===== src/rtl/freq_meter_pkg.sv =====
// Shared types and constants for the equal-precision frequency meter datapath.
package freq_meter_pkg;

   localparam int          W            = 32;
   localparam logic [31:0] FSTD_DEFAULT = 32'd50000000;
   localparam int          CALC_CYCLES  = 98;

   typedef enum logic [2:0] {
      IDLE = 3'd0,
      MUL  = 3'd1,
      DIV  = 3'd2,
      RND  = 3'd3,
      FIN  = 3'd4
   } state_e;

   // Round half up: bump the quotient when twice the remainder reaches the divisor.
   function automatic logic round_half_up(input logic [31:0] rem, input logic [31:0] divisor);
      return ({rem, 1'b0} >= {1'b0, divisor});
   endfunction

endpackage


===== src/rtl/seq_div64by32.sv =====
// Restoring divider, one quotient bit per clock, 64 iterations after start.
module seq_div64by32 (
   input  logic        clkin,
   input  logic        clr0,
   input  logic        start,
   input  logic [63:0] dividend,
   input  logic [31:0] divisor,
   output logic [63:0] quot,
   output logic [31:0] rem,
   output logic        done
);

   logic [63:0] dvd_q, dvd_d;
   logic [63:0] quot_q, quot_d;
   logic [31:0] rem_q, rem_d;
   logic [5:0]  cnt_q, cnt_d;
   logic        run_q, run_d;
   logic        done_q, done_d;
   logic [32:0] trial_s;

   // Next-state for one restoring step; divisor must stay stable while running.
   always_comb begin
      dvd_d   = dvd_q;
      quot_d  = quot_q;
      rem_d   = rem_q;
      cnt_d   = cnt_q;
      run_d   = run_q;
      done_d  = 1'b0;
      trial_s = {rem_q, dvd_q[63]};
      if (start) begin
         dvd_d  = dividend;
         quot_d = 64'd0;
         rem_d  = 32'd0;
         cnt_d  = 6'd0;
         run_d  = 1'b1;
      end else if (run_q) begin
         dvd_d = {dvd_q[62:0], 1'b0};
         if (trial_s >= {1'b0, divisor}) begin
            rem_d  = trial_s[31:0] - divisor;
            quot_d = {quot_q[62:0], 1'b1};
         end else begin
            rem_d  = trial_s[31:0];
            quot_d = {quot_q[62:0], 1'b0};
         end
         cnt_d = cnt_q + 6'd1;
         if (cnt_q == 6'd63) begin
            run_d  = 1'b0;
            done_d = 1'b1;
         end else begin
            run_d  = 1'b1;
         end
      end else begin
         run_d = 1'b0;
      end
   end

   // Divider state registers.
   always_ff @(posedge clkin or posedge clr0) begin
      if (clr0) begin
         dvd_q  <= 64'd0;
         quot_q <= 64'd0;
         rem_q  <= 32'd0;
         cnt_q  <= 6'd0;
         run_q  <= 1'b0;
         done_q <= 1'b0;
      end else begin
         dvd_q  <= dvd_d;
         quot_q <= quot_d;
         rem_q  <= rem_d;
         cnt_q  <= cnt_d;
         run_q  <= run_d;
         done_q <= done_d;
      end
   end

   assign quot = quot_q;
   assign rem  = rem_q;
   assign done = done_q;

endmodule


===== src/rtl/freq_calc.sv =====
// fx = round(Nx * FSTD / Ns): shift-add multiply, restoring divide, round half up,
// saturate to all-ones; ns==0 reports err with an all-ones result.
module freq_calc #(
   parameter logic [31:0] FSTD = freq_meter_pkg::FSTD_DEFAULT,
   parameter int          W    = freq_meter_pkg::W
) (
   input  logic         clkin,
   input  logic         clr0,
   input  logic         load,
   input  logic [W-1:0] nx,
   input  logic [W-1:0] ns,
   output logic [W-1:0] freq,
   output logic         done,
   output logic         busy,
   output logic         err,
   output logic         ovf
);
   import freq_meter_pkg::*;

   state_e         state_q, state_d;
   logic           load_dly_q, load_dly_d;
   logic [W-1:0]   ns_q, ns_d;
   logic [2*W-1:0] mcand_q, mcand_d;
   logic [W-1:0]   mplier_q, mplier_d;
   logic [2*W-1:0] acc_q, acc_d;
   logic [5:0]     cnt_q, cnt_d;
   logic [W-1:0]   result_q, result_d;
   logic           sat_q, sat_d;
   logic           zero_q, zero_d;
   logic [W-1:0]   freq_q, freq_d;
   logic           done_q, done_d;
   logic           busy_q, busy_d;
   logic           err_q, err_d;
   logic           ovf_q, ovf_d;

   logic           start_s;
   logic           div_start_s;
   logic [2*W-1:0] div_quot_s;
   logic [W-1:0]   div_rem_s;
   logic           div_done_s;
   logic [2*W:0]   q_rnd_s;

   // The divider loads the final product on the last multiply step.
   seq_div64by32 u_div (
      .clkin    (clkin),
      .clr0     (clr0),
      .start    (div_start_s),
      .dividend (acc_d),
      .divisor  (ns_q),
      .quot     (div_quot_s),
      .rem      (div_rem_s),
      .done     (div_done_s)
   );

   // FSM next-state, multiplier step, rounding and output updates.
   always_comb begin
      state_d     = state_q;
      load_dly_d  = load;
      ns_d        = ns_q;
      mcand_d     = mcand_q;
      mplier_d    = mplier_q;
      acc_d       = acc_q;
      cnt_d       = cnt_q;
      result_d    = result_q;
      sat_d       = sat_q;
      zero_d      = zero_q;
      freq_d      = freq_q;
      done_d      = 1'b0;
      busy_d      = busy_q;
      err_d       = err_q;
      ovf_d       = ovf_q;
      div_start_s = 1'b0;
      start_s     = load & ~load_dly_q;
      q_rnd_s     = {1'b0, div_quot_s} + {{(2*W){1'b0}}, round_half_up(div_rem_s, ns_q)};
      case (state_q)
         IDLE: begin
            if (start_s) begin
               ns_d     = ns;
               err_d    = 1'b0;
               ovf_d    = 1'b0;
               sat_d    = 1'b0;
               busy_d   = 1'b1;
               mcand_d  = {{W{1'b0}}, FSTD};
               mplier_d = nx;
               acc_d    = {(2*W){1'b0}};
               cnt_d    = 6'd0;
               if (ns == {W{1'b0}}) begin
                  zero_d  = 1'b1;
                  state_d = FIN;
               end else begin
                  zero_d  = 1'b0;
                  state_d = MUL;
               end
            end else begin
               state_d = IDLE;
            end
         end
         MUL: begin
            if (mplier_q[0]) begin
               acc_d = acc_q + mcand_q;
            end else begin
               acc_d = acc_q;
            end
            mcand_d  = mcand_q << 1;
            mplier_d = mplier_q >> 1;
            if (cnt_q == 6'(W-1)) begin
               cnt_d       = 6'd0;
               div_start_s = 1'b1;
               state_d     = DIV;
            end else begin
               cnt_d = cnt_q + 6'd1;
            end
         end
         DIV: begin
            if (cnt_q == 6'd63) begin
               cnt_d   = 6'd0;
               state_d = RND;
            end else begin
               cnt_d = cnt_q + 6'd1;
            end
         end
         RND: begin
            if (div_done_s) begin
               if (|q_rnd_s[2*W:W]) begin
                  result_d = {W{1'b1}};
                  sat_d    = 1'b1;
               end else begin
                  result_d = q_rnd_s[W-1:0];
                  sat_d    = 1'b0;
               end
               state_d = FIN;
            end else begin
               state_d = RND;
            end
         end
         FIN: begin
            freq_d  = zero_q ? {W{1'b1}} : result_q;
            err_d   = zero_q;
            ovf_d   = zero_q ? 1'b0 : sat_q;
            done_d  = 1'b1;
            busy_d  = 1'b0;
            state_d = IDLE;
         end
         default: begin
            busy_d  = 1'b0;
            state_d = IDLE;
         end
      endcase
   end

   // State and datapath registers; clr0 aborts any calculation in flight.
   always_ff @(posedge clkin or posedge clr0) begin
      if (clr0) begin
         state_q    <= IDLE;
         load_dly_q <= 1'b0;
         ns_q       <= {W{1'b0}};
         mcand_q    <= {(2*W){1'b0}};
         mplier_q   <= {W{1'b0}};
         acc_q      <= {(2*W){1'b0}};
         cnt_q      <= 6'd0;
         result_q   <= {W{1'b0}};
         sat_q      <= 1'b0;
         zero_q     <= 1'b0;
         freq_q     <= {W{1'b0}};
         done_q     <= 1'b0;
         busy_q     <= 1'b0;
         err_q      <= 1'b0;
         ovf_q      <= 1'b0;
      end else begin
         state_q    <= state_d;
         load_dly_q <= load_dly_d;
         ns_q       <= ns_d;
         mcand_q    <= mcand_d;
         mplier_q   <= mplier_d;
         acc_q      <= acc_d;
         cnt_q      <= cnt_d;
         result_q   <= result_d;
         sat_q      <= sat_d;
         zero_q     <= zero_d;
         freq_q     <= freq_d;
         done_q     <= done_d;
         busy_q     <= busy_d;
         err_q      <= err_d;
         ovf_q      <= ovf_d;
      end
   end

   assign freq = freq_q;
   assign done = done_q;
   assign busy = busy_q;
   assign err  = err_q;
   assign ovf  = ovf_q;

endmodule


===== config.mk =====
export PLATFORM = sky130hd
export DESIGN_NAME = freq_calc
export DESIGN_NICKNAME = d
export VERILOG_FILES = /design/src/rtl/freq_meter_pkg.sv /design/src/rtl/seq_div64by32.sv /design/src/rtl/freq_calc.sv
export SDC_FILE = /design/constraint.sdc
export NUM_CORES = 1
export LEC_CHECK = 0
export BUFFER_PORTS_ARGS = -buffer_cell sky130_fd_sc_hd__buf_2
export CORE_ASPECT_RATIO = 1.4
export CORE_MARGIN = 5
export CORE_UTILIZATION = 30
export DETAILED_ROUTE_END_ITERATION = 7
export GPL_ROUTABILITY_DRIVEN = 1
export GPL_TIMING_DRIVEN = 0
export PLACE_DENSITY = 0.43
export SYNTH_ARGS = -nofsm -noshare
export SYNTH_HDL_FRONTEND = slang
export SYNTH_SLANG_ARGS = --single-unit

===== constraint.sdc =====
create_clock -name clkin -period 20 [get_ports clkin]
set_input_delay 4 -clock clkin [delete_from_list [all_inputs] [get_ports clkin]]
set_output_delay 4 -clock clkin [all_outputs]
set_load 0.01 [all_outputs]

After elaboration in Yosys (flattened, before gate mapping):

Index checks and enable logic that the tools add are counted.

* reduce and logical (&&, ||, !) cells: 17
* equal/unequal tests: 11
* multiplexer cells: 48
* bitwise operators: 3
* magnitude comparators: 2
* add/sub/neg operators: 5

Operator list (count)
* 64-bit two-way mux: 7
* 64-bit one-hot mux with 2 select lines: 2
* 32-bit two-way mux: 6
* 33-bit by 32-bit greater-or-equal comparator with 1-bit output: 2
* 64-bit by 1-bit adder with 65-bit output: 1
* 64-bit adder: 1
* 32-bit one-hot mux with 2 select lines: 1
* 33-bit OR reduction: 1
* 32-bit logical NOT: 1
* 32-bit subtractor: 1
* 6-bit two-way mux: 5
* 6-bit one-hot mux with 3 select lines: 1
* 1-bit two-way mux: 16
* 3-bit two-way mux: 5
* 2-bit AND reduction: 7
* 6-bit by 1-bit adder with 6-bit output, second input constant: 2
* 6-bit equality test, second input constant: 2
* 3-bit one-hot mux with 4 select lines: 1
* 1-bit one-hot mux with 2 select lines: 4
* 2-bit nonzero test: 4
* 3-bit by 2-bit equality test with 1-bit output, second input constant: 2
* 6-bit by 5-bit equality test with 1-bit output, second input constant: 1
* 2-bit inequality test, second input constant: 3
* 3-bit by 1-bit equality test with 1-bit output, second input constant: 1
* other kinds (8): 9

* input port bits: 67
* output and inout port bits: 36
* logic and storage cells: 107
* register bits after elaboration: 440

Logic depth before layout (Yosys ltp):

Gate-level depths: netlist (run 1).

* depth in word-level cells: 6
* depth in mapped cells: 23
* mapped depth without buffers: 21

Cells and area by module:

From an unflattened synthesis (run 1), not the netlist that was laid out.

* cells, all modules: 2730
* area, all modules: 24981.5 um^2

By module, submodules not included
* freq_calc: instances 1, cells an instance 1745, seq. area each 6631.4 um^2, area an instance 15524.9 um^2
* seq_div64by32: instances 1, cells an instance 985, seq. area each 4204.0 um^2, area an instance 9456.6 um^2

Worst setup path after synthesis (run 1):

No wires, ideal clock.

* kind: input port to flip-flop
* start: in load
* end: reg u_div.dvd_q[0]
* arrival time: 5129 ps
* path slack: 14754 ps
* required time: 19883 ps
* library setup time: 117 ps
* stages on the path: 8
* path buffers: 2
* path through: nor2b_1 -> nand2_1 -> or2_2 -> clkbuf_1 -> clkbuf_1 -> and2_1 -> nand2_1 -> nand2_1

* cells in the longest elaborated chain, start to end: 4

Ends and longest elaborated chain
* start: declaration: line freq_calc.sv:9 `input logic load,`
* 1-bit AND: line freq_calc.sv:73 `start_s = load & ~load_dly_q;`
* 64-bit two-way mux: line freq_calc.sv:77 `if (start_s) begin`
* 64-bit one-hot mux with 2 select lines: line freq_calc.sv:75 `case (state_q)`
* net acc_d[0]: line freq_calc.sv:25 `logic [2*W-1:0] acc_q, acc_d;`
* 64-bit two-way mux: line seq_div64by32.sv:30 `if (start) begin`
* end signal: assignment: line seq_div64by32.sv:67 `dvd_q <= dvd_d;`
* end: declaration: line seq_div64by32.sv:13 `logic [63:0] dvd_q, dvd_d;`

The timed path passes the listed nets, and every way through them passes these cells.
A chain may end at the register's enable or synchronous reset.

Worst setup path after layout (run 1):

* start: reg u_div.rem_q[13] (netlist: u_div.rem[13])
* end: reg result_q[7]

* cells in the longest elaborated chain, start to end: 4

Ends and longest elaborated chain
* start: declaration: line seq_div64by32.sv:15 `logic [31:0] rem_q, rem_d;`
* start signal: assignment: line seq_div64by32.sv:69 `rem_q <= rem_d;`
* 33-bit by 32-bit greater-or-equal comparator with 1-bit output (*): line freq_meter_pkg.sv:18 `return ({rem, 1'b0} >= {1'b0, divisor});`
* 64-bit by 1-bit adder with 65-bit output (*): line freq_calc.sv:74 `q_rnd_s = {1'b0, div_quot_s} + {{(2*W){1'b0}}, round_half_up(div_rem_s, ns_q)};`
* 33-bit OR reduction: line freq_calc.sv:124 `if (|q_rnd_s[2*W:W]) begin`
* 32-bit two-way mux (*): line freq_calc.sv:124
* end signal: assignment: line freq_calc.sv:161 `result_q <= {W{1'b0}};`
* end signal: assignment: line freq_calc.sv:177 `result_q <= result_d;`
* end: declaration: line freq_calc.sv:27 `logic [W-1:0] result_q, result_d;`

Mark *: on every way between the ends. The rest lies on a longest branch, timed or not.

==> results of run 1 <==
worst max-delay path by stage:
| stage | startpoint | end | slack (ns) |
|---|---|---|---|
| floorplan | clr0 | acc_q[0] | 3.94 |
| global placement | clr0 | u_div.rem[9] | -1.51 |
| detailed placement | load | mplier_q[31] | 13.41 |
| CTS | u_div.rem[13] | result_q[5] | 13.62 |
| global route | u_div.rem[13] | result_q[3] | 13.23 |
| finish | u_div.rem[13] | result_q[7] | 13.77 |
layer usage:
layer  vias up  GRT usage [%]
li1       9305              -
met1      9373          20.62
met2       279          29.47
met3       113          2.177
met4         2          5.070
met5         -              0
report_power, final:
part / internal, W / switching (W) / total [W]
logic: 0.00000767 / 0.0000230 / 0.0000307
clock network: 0.000563 / 0.000405 / 0.000968
registers: 0.000876 / 0.0000000238 / 0.000876
total: 0.00145 / 0.000428 / 0.00187
through the flow:
stage	total power, W	hold slack (ns)	setup WS (ns)	area (µm²)
after floorplan	0.0009072	0.4501	3.940	23620
after global routing	0.001945	0.5002	13.23	27270
after detailed placement	0.0009249	0.4678	13.41	25560
after CTS	0.001909	0.4831	13.62	27270
final	0.001874	0.4819	13.77	27270
after global placement	0.0009223	0.4667	-1.511	25440
flip-flops by register name (all words and copies together), names as in the netlist, 3 cells and up:
| signal | flops |
|---|---|
| acc_q | 64 |
| cnt_q | 6 |
| freq | 32 |
| mcand_q | 57 |
| mplier_q | 32 |
| ns_q | 32 |
| result_q | 32 |
| state_q | 3 |
| u_div.cnt_q | 6 |
| u_div.dvd_q | 64 |
| u_div.quot | 64 |
| u_div.rem | 32 |
critical path: stages (launching register included):
cell and delay (ns):
dfrtp_1 0.41, ha_1 0.29, clkbuf_1 0.24, nand3_1 0.22
nor4_1 0.44, nand2_1 0.12, nor3_1 0.35, inv_1 0.06
o21ai_0 0.71, ha_1 0.34, nand2_1 0.11, nor2_2 0.25
nand4_1 0.24, nor2_1 0.52, nand2_1 0.16, nor3_1 0.20
xor2_1 0.09, or4_4 0.44, nor4_4 0.58, buf_6 0.25
a21oi_2 0.07
area by class of cell:
| cell class | count | share of cell area, % |
|---|---|---|
| plain buffers | 149 | 2.175 |
| clock buffers | 62 | 4.968 |
| well taps | 1045 | 4.794 |
| flip-flops and latches | 433 | 39.73 |
| clock inverters | 29 | 1.303 |
| multi-input cells | 1913 | 43.85 |
| inverters | 64 | 0.9083 |
| repair buffers | 106 | 2.275 |
kinds of logic (layout without fill, tap and decap cells):
family	Yosys count	after routing
AO/OA/AOI/OAI	698	698
adder cells (fa/ha/maj)	95	95
AND/OR/NAND/NOR	855	855
XOR/XNOR	131	131
flip-flops	433	433
buffers and inverters	213	410
multiplexers	134	134
cells in the final DEF, fill, tap and decap left out, drive strengths merged, types with 7 or more instances in the layout:
cell    Yosys  routed
and3       20      20
a211oi     23      23
nand3      50      50
and2       16      16
clkbuf    119     181
o31ai      15      15
nor2b      19      19
o21a       15      15
nor4       13      13
a21o       62      62
o21ai     206     206
inv        64      68
nand2b     13      13
nand4      31      31
ha         93      93
a21oi     182     182
nor3       35      35
mux2i     134     134
o21bai     16      16
xnor2      69      69
and4        7       7
o22a       11      11
nor2      307     307
dfrtp     433     433
a31oi      60      60
clkinv      0      13
xor2       62      62
or2         8       8
or3         8       8
buf        30     136
nand2     313     313
a22o       57      57
==> metrics, run 1 <==
final setup fails 0; syn nets 2721; I/O pin cnt 103; DP Wirelength 51.85 mm; mapped cell area 0.02362 mm²; wire per inst 18.46 µm; GRT Total Usage 16.49%; most common cell in the netlist dfrtp_1; HP Start acc_q[4]; status finished, final reports clean; clk buf depth 3; Post-Synth Simple-Gate Area 16.06%; gr ovfl total 0; Synth Flop Type dfrtp_1; reg2reg start u_div.rem[13]; Core Region 0.07797 mm²; clock sinks 433; final core utilization 34.98%; Die W 247.1 µm; Hold Path Sink acc_q[4]; layout filler cell count 8143; Starting Density 30.29%; Cells after DPL 3710; Cell variety after synth 75; CTS tree yes; Yosys top cell by area dfrtp_1; Worst EP arrival 6.72 ns; Top Metal Used met5; depth of the worst register-to-register path 20; worst hold-check path type reg -> reg; YS warnings 0; min Tclk post-route 6.228 ns; initial antenna violation count 1; sequential area share after synthesis 45.88%; XOR/XNOR Fraction of Synth Area 4.858%; adder-cell area share of the yosys netlist 5.096%; RSZ-0062 raised after global routing false; first-pass GRT wire length 112.2 mm; Clock Pin Slew Worst Setup and Hold Paths 0.06 ns; register area 0.01084 mm²; CP Launch Type flop; Critical Path RT 20.49 ns; #FFs+latches synth 433; Synth top area share 45.88%; crit end category flop; Cells after Synth 2559; Hold Crit Depth 1; GP Congestion 0.8713; Compound-Gate Fraction of Synth Area 18.90%; Num CTS Buffers 49; Starting DRT DRC Count 1142; largest net degree at the start of global routing 107; diodes inserted 0; root buffer cell clkbuf_16; skew final 0.03235 ns; Setup CP Type reg -> reg; top cells by count, synth 433 x dfrtp_1, 313 x nand2_1, 304 x nor2_1, 199 x o21ai_0, 153 x a21oi_1; Die H 342.0 µm; TNS Setup 0 ns; final wirelength 70.18 mm; Synth area leaders dfrtp_1 46%, mux2i_1 5.7%, nand2_1 5.0%; Post-synth ARST share 100.0%; EDFF count, synth 0; Cell Pwr Density 68.72 mW/mm²; clk_lat worst skew 0.62 ns; Max Slew Vio Count 0; met3 WL 2.216 mm; reg2reg end result_q[7]; layout net count 2878; area taken by multi-input logic gates 0.01196 mm²; DRC 0; hold_buf cts 0; row cnt 121; postcts setup bufs 0; die area 0.08452 mm²; drt first pass iters 5; Via-to-Cell Ratio 5.018; final period utilization 31.14%; Final Non-Filler Cells 3801; worst slew pin tran 0.9481 ns; largest family of logic cells by synthesized area compound AO/OA/AOI/OAI gates; vias in the first global route 19870; Post-Route M1 WL 30.27 mm; endpoints failing hold 0; area grow syn2layout 15.48%; worst-path fanout max 10; DR vias 19070; DRT antenna net count 0; share of post-route cells with drive strength above 1 9.398%; Leakage 13.44 nW; # resized after CTS 0; H-Tree Depth 2; met2 WL post-DR 35.46 mm; Peak VDD IR 0.00005600 V; post-synthesis mux area share 5.679%; fmax 160.6 MHz; IO buf count 102; Slew HR 36.79%; R2R setup slack 13.77 ns; max cap viols 0; Mean Syn Cell Area 9.229 µm²
(Power assumes the default switching activity.)
==> run 2, diff against run 1 <==
--- a/config.mk
+++ b/config.mk
@@ -5,6 +5,7 @@
 export SDC_FILE = /design/constraint.sdc
 export NUM_CORES = 1
 export LEC_CHECK = 0
+export ABC_AREA = 1
 export BUFFER_PORTS_ARGS = -buffer_cell sky130_fd_sc_hd__buf_2
 export CORE_ASPECT_RATIO = 1.4
 export CORE_MARGIN = 5
@@ -12,7 +13,7 @@
 export DETAILED_ROUTE_END_ITERATION = 7
 export GPL_ROUTABILITY_DRIVEN = 1
 export GPL_TIMING_DRIVEN = 0
-export PLACE_DENSITY = 0.43
+export PLACE_DENSITY = 0.44
 export SYNTH_ARGS = -nofsm -noshare
 export SYNTH_HDL_FRONTEND = slang
 export SYNTH_SLANG_ARGS = --single-unit
==> constraint.sdc (replaced) <==
create_clock -name clkin -period 5.6 [get_ports clkin]
set_input_delay 1.12 -clock clkin [delete_from_list [all_inputs] [get_ports clkin]]
set_output_delay 1.12 -clock clkin [all_outputs]
set_load 0.01 [all_outputs]
==> run 2 against run 1 <==
Die area is 13% higher. Global-route usage rose by 3.1 points. Cell count grew 36%. Clock skew fell by 0.011 ns. Non-clock buffer count fell by 19.
==> metrics, run 2 <==
status finished, final reports clean; Critical Path RT 6.08 ns (-14.41 ns); CP Launch Type flop; mapped cell area 0.02669 mm² (+13%); crit end category flop; Cells after DPL 5089 (+37%); Die H 362.9 µm (+6.1%); Setup CP Type reg -> reg; DP Wirelength 75.34 mm (+45%); Starting Density 30.23% (-0.066 points); gr ovfl total 0 (unchanged); pre-CTS setup slack 0.7589 ns (-12.66 ns); max cap viols 0 (unchanged); die area 0.09510 mm² (+13%); R2R setup slack 0.74 ns (-13.03 ns); reg2reg start u_div.rem[21]; top cells by count, synth 1056 x nand2_1, 536 x inv_1, 458 x nor2_1, 433 x dfrtp_1, 252 x o21ai_0; final setup fails 0 (unchanged); adder-cell area share of the yosys netlist 4.511% (-0.59 points); Cell Area, Placed 0.02894 mm² (+13%); wire per inst 18.22 µm (-1.3%); Cells after Synth 3795 (+48%); final wirelength 94.25 mm (+34%); GRT Total Usage 19.56% (+3.1 points); Synth top area share 40.60% (-5.3 points); GP Congestion 0.9648 (+11%); Post-Synth Simple-Gate Area 29.21% (+13 points); row cnt 129 (+6.6%); clk buf depth 3 (unchanged); final period utilization 86.72% (+56 points); most frequent CP cell nor2_1; Die W 262.1 µm (+6.0%); worst path bufs/invs 5 (+2); DR vias 24670 (+29%); Slew HR 12.04% (-25 points); syn nets 3957 (+45%); Max Slew Vio Count 0 (unchanged); Worst path slowest cell o21ai_0; Compound-Gate Fraction of Synth Area 14.29% (-4.6 points); first-pass GRT wire length 145.9 mm (+30%); most common cell after layout, fill and taps aside nand2_1; area grow syn2layout 14.33%; TNS Setup 0 ns (unchanged); DRC 0 (unchanged); depth of the worst register-to-register path 27 (+35%); clk_lat worst skew 0.60 ns (-0.02 ns); Starting DRT DRC Count 1404 (+23%); layout net count 4121 (+43%); worst-path fanout max 10 (unchanged); Num CTS Buffers 47 (-4.1%); layout filler cell count 9771 (+20%); Final WS setup 0.7437 ns (-13.03 ns); Leakage 14.59 nW (+8.6%); postcts setup bufs 0 (unchanged); fin area 0.03051 mm² (+12%); Worst EP arrival 5.34 ns (-1.38 ns); worst hold-check path type reg -> reg; endpoints failing hold 0 (unchanged); Clock Pin Slew Worst Setup and Hold Paths 0.06 ns (about the same); hold_buf cts 0 (unchanged); CP peak stage delay 0.51 ns (-0.20 ns); CTS tree yes; most frequent cells in the layout 1056 x nand2_1, 535 x inv_1, 458 x nor2_1, 433 x dfrtp_1, 252 x o21ai_0; fmax 205.9 MHz (+28%); share of post-route cells with drive strength above 1 7.791% (-1.6 points); Final Non-Filler Cells 5172 (+36%); reg2reg end result_q[8]; # resized after CTS 0 (unchanged); RSZ-0062 raised after global routing false; Peak VDD IR 0.0002964 V (+430%); DRT antenna net count 0 (unchanged); largest net degree at the start of global routing 40 (-63%); Hold Crit Depth 2 (+1); IO buf count 102 (unchanged); Cell variety after synth 45 (-40%); HP Start acc_q[4]; Core Region 0.08829 mm² (+13%); root buffer cell clkbuf_16; Post-synth ARST share 100.0% (unchanged); sequential area share after synthesis 40.60% (-5.3 points); Via-to-Cell Ratio 4.770 (-4.9%); worst slew pin tran 1.309 ns (+0.3612 ns); I/O pin cnt 103 (unchanged); Synth Flop Type dfrtp_1; initial antenna violation count 2 (+1); vias in the first global route 25000 (+26%); drt first pass iters 5 (unchanged); Hold Path Sink acc_q[4]; EDFF count, synth 0 (unchanged); #FFs+latches synth 433 (unchanged); H-Tree Depth 2 (unchanged); post-synthesis mux area share 0% (-5.7 points); Synth area leaders dfrtp_1 41%, nand2_1 15%, inv_1 7.5%; most common cell in the netlist nand2_1; Mean Syn Cell Area 7.032 µm² (-24%); skew final 0.02177 ns (-0.01058 ns); area taken by multi-input logic gates 0.01330 mm² (+11%); clock sinks 433 (unchanged); min Tclk post-route 4.856 ns (-1.372 ns); CP top delay family simple AND/OR/NAND/NOR gates; XOR/XNOR Fraction of Synth Area 1.805% (-3.1 points); Yosys top cell by area dfrtp_1; YS warnings 0 (unchanged); register area 0.01084 mm² (unchanged); largest family of logic cells by synthesized area simple AND/OR/NAND/NOR gates; Cell Pwr Density 540.2 mW/mm² (+690%)
==> run 2: cell count changes in the layout (fill, tap and decap cells not counted), moves of 53 or more <==
| cell | change |
|---|---|
| nand2_1 | +743 |
| inv_1 | +472 |
| nor2_1 | +154 |
| mux2i_1 | -134 |
| o22ai_1 | +133 |
| nand3_1 | +112 |
| a21oi_1 | +75 |
| a31oi_1 | -59 |
| a22o_1 | -57 |
| a21o_1 | -56 |
| o21ai_0 | +53 |
==> run 2: per-layer routing <==
layer  global-route usage (%)  wire (µm)
met4                    6.133       3300
met1                    24.39      40570
met3                    2.051       2756
met2                    35.40      47620
met5                        0          0
==> run 2: worst max-delay path by stage <==
stage / from / to / cells after the start
6_report: u_div.rem[21] / result_q[8] / 27
4_1_cts: u_div.rem[21] / result_q[8] / 27
3_3_place_gp: clr0 / ns_q[16] / 2
2_1_floorplan: clr0 / acc_q[0] / 1
3_5_place_dp: u_div.rem[21] / result_q[8] / 27
5_1_grt: u_div.rem[20] / result_q[20] / 27
==> run 2: area by class of cell <==
cell class | count | area share (%)
antenna | 1 | 0.008202
buffer | 121 | 1.694
clock buffer | 64 | 4.294
clock inverter | 18 | 0.8489
inverter | 544 | 6.705
multi-input combinational | 2697 | 43.58
sequential | 433 | 35.51
tap | 1179 | 4.835
timing repair buffer | 115 | 2.522
==> run 2: kinds of logic after synthesis <==
logic type,count (synthesis)
XOR/XNOR,55
flip-flops,433
AO/OA/AOI/OAI,690
AND/OR/NAND/NOR,1857
buffers and inverters,665
adder cells (fa/ha/maj),95
==> run 2: stage by stage <==
stage,util [%],hold slack [ns],power (W)
floorplan,-,0.4499,0.01061
global placement,32.48,0.4706,0.01325
detailed placement,32.78,0.4760,0.01326
CTS,34.55,0.4879,0.01667
global route,34.55,0.5052,0.01797
finish,34.56,0.4843,0.01648
==> run 2: power by group <==
part / internal, W / total (W) / switching (W)
clock network: 0.00191 / 0.00328 / 0.00137
registers: 0.00416 / 0.00487 / 0.000709
logic: 0.00272 / 0.00832 / 0.00561
total: 0.00879 / 0.0165 / 0.00769
==> run 2: worst register-to-register path, delay by kind of cell, from the launching register on <==
| family | cells | cell delay [ns] |
|---|---|---|
| and+or+nand+nor | 18 | 2.60 |
| DFF | 1 | 0.40 |
| buffers and inverters | 5 | 0.40 |
| adders and majority gates | 3 | 0.86 |
| AOI/OAI and AO/OA | 1 | 0.51 |
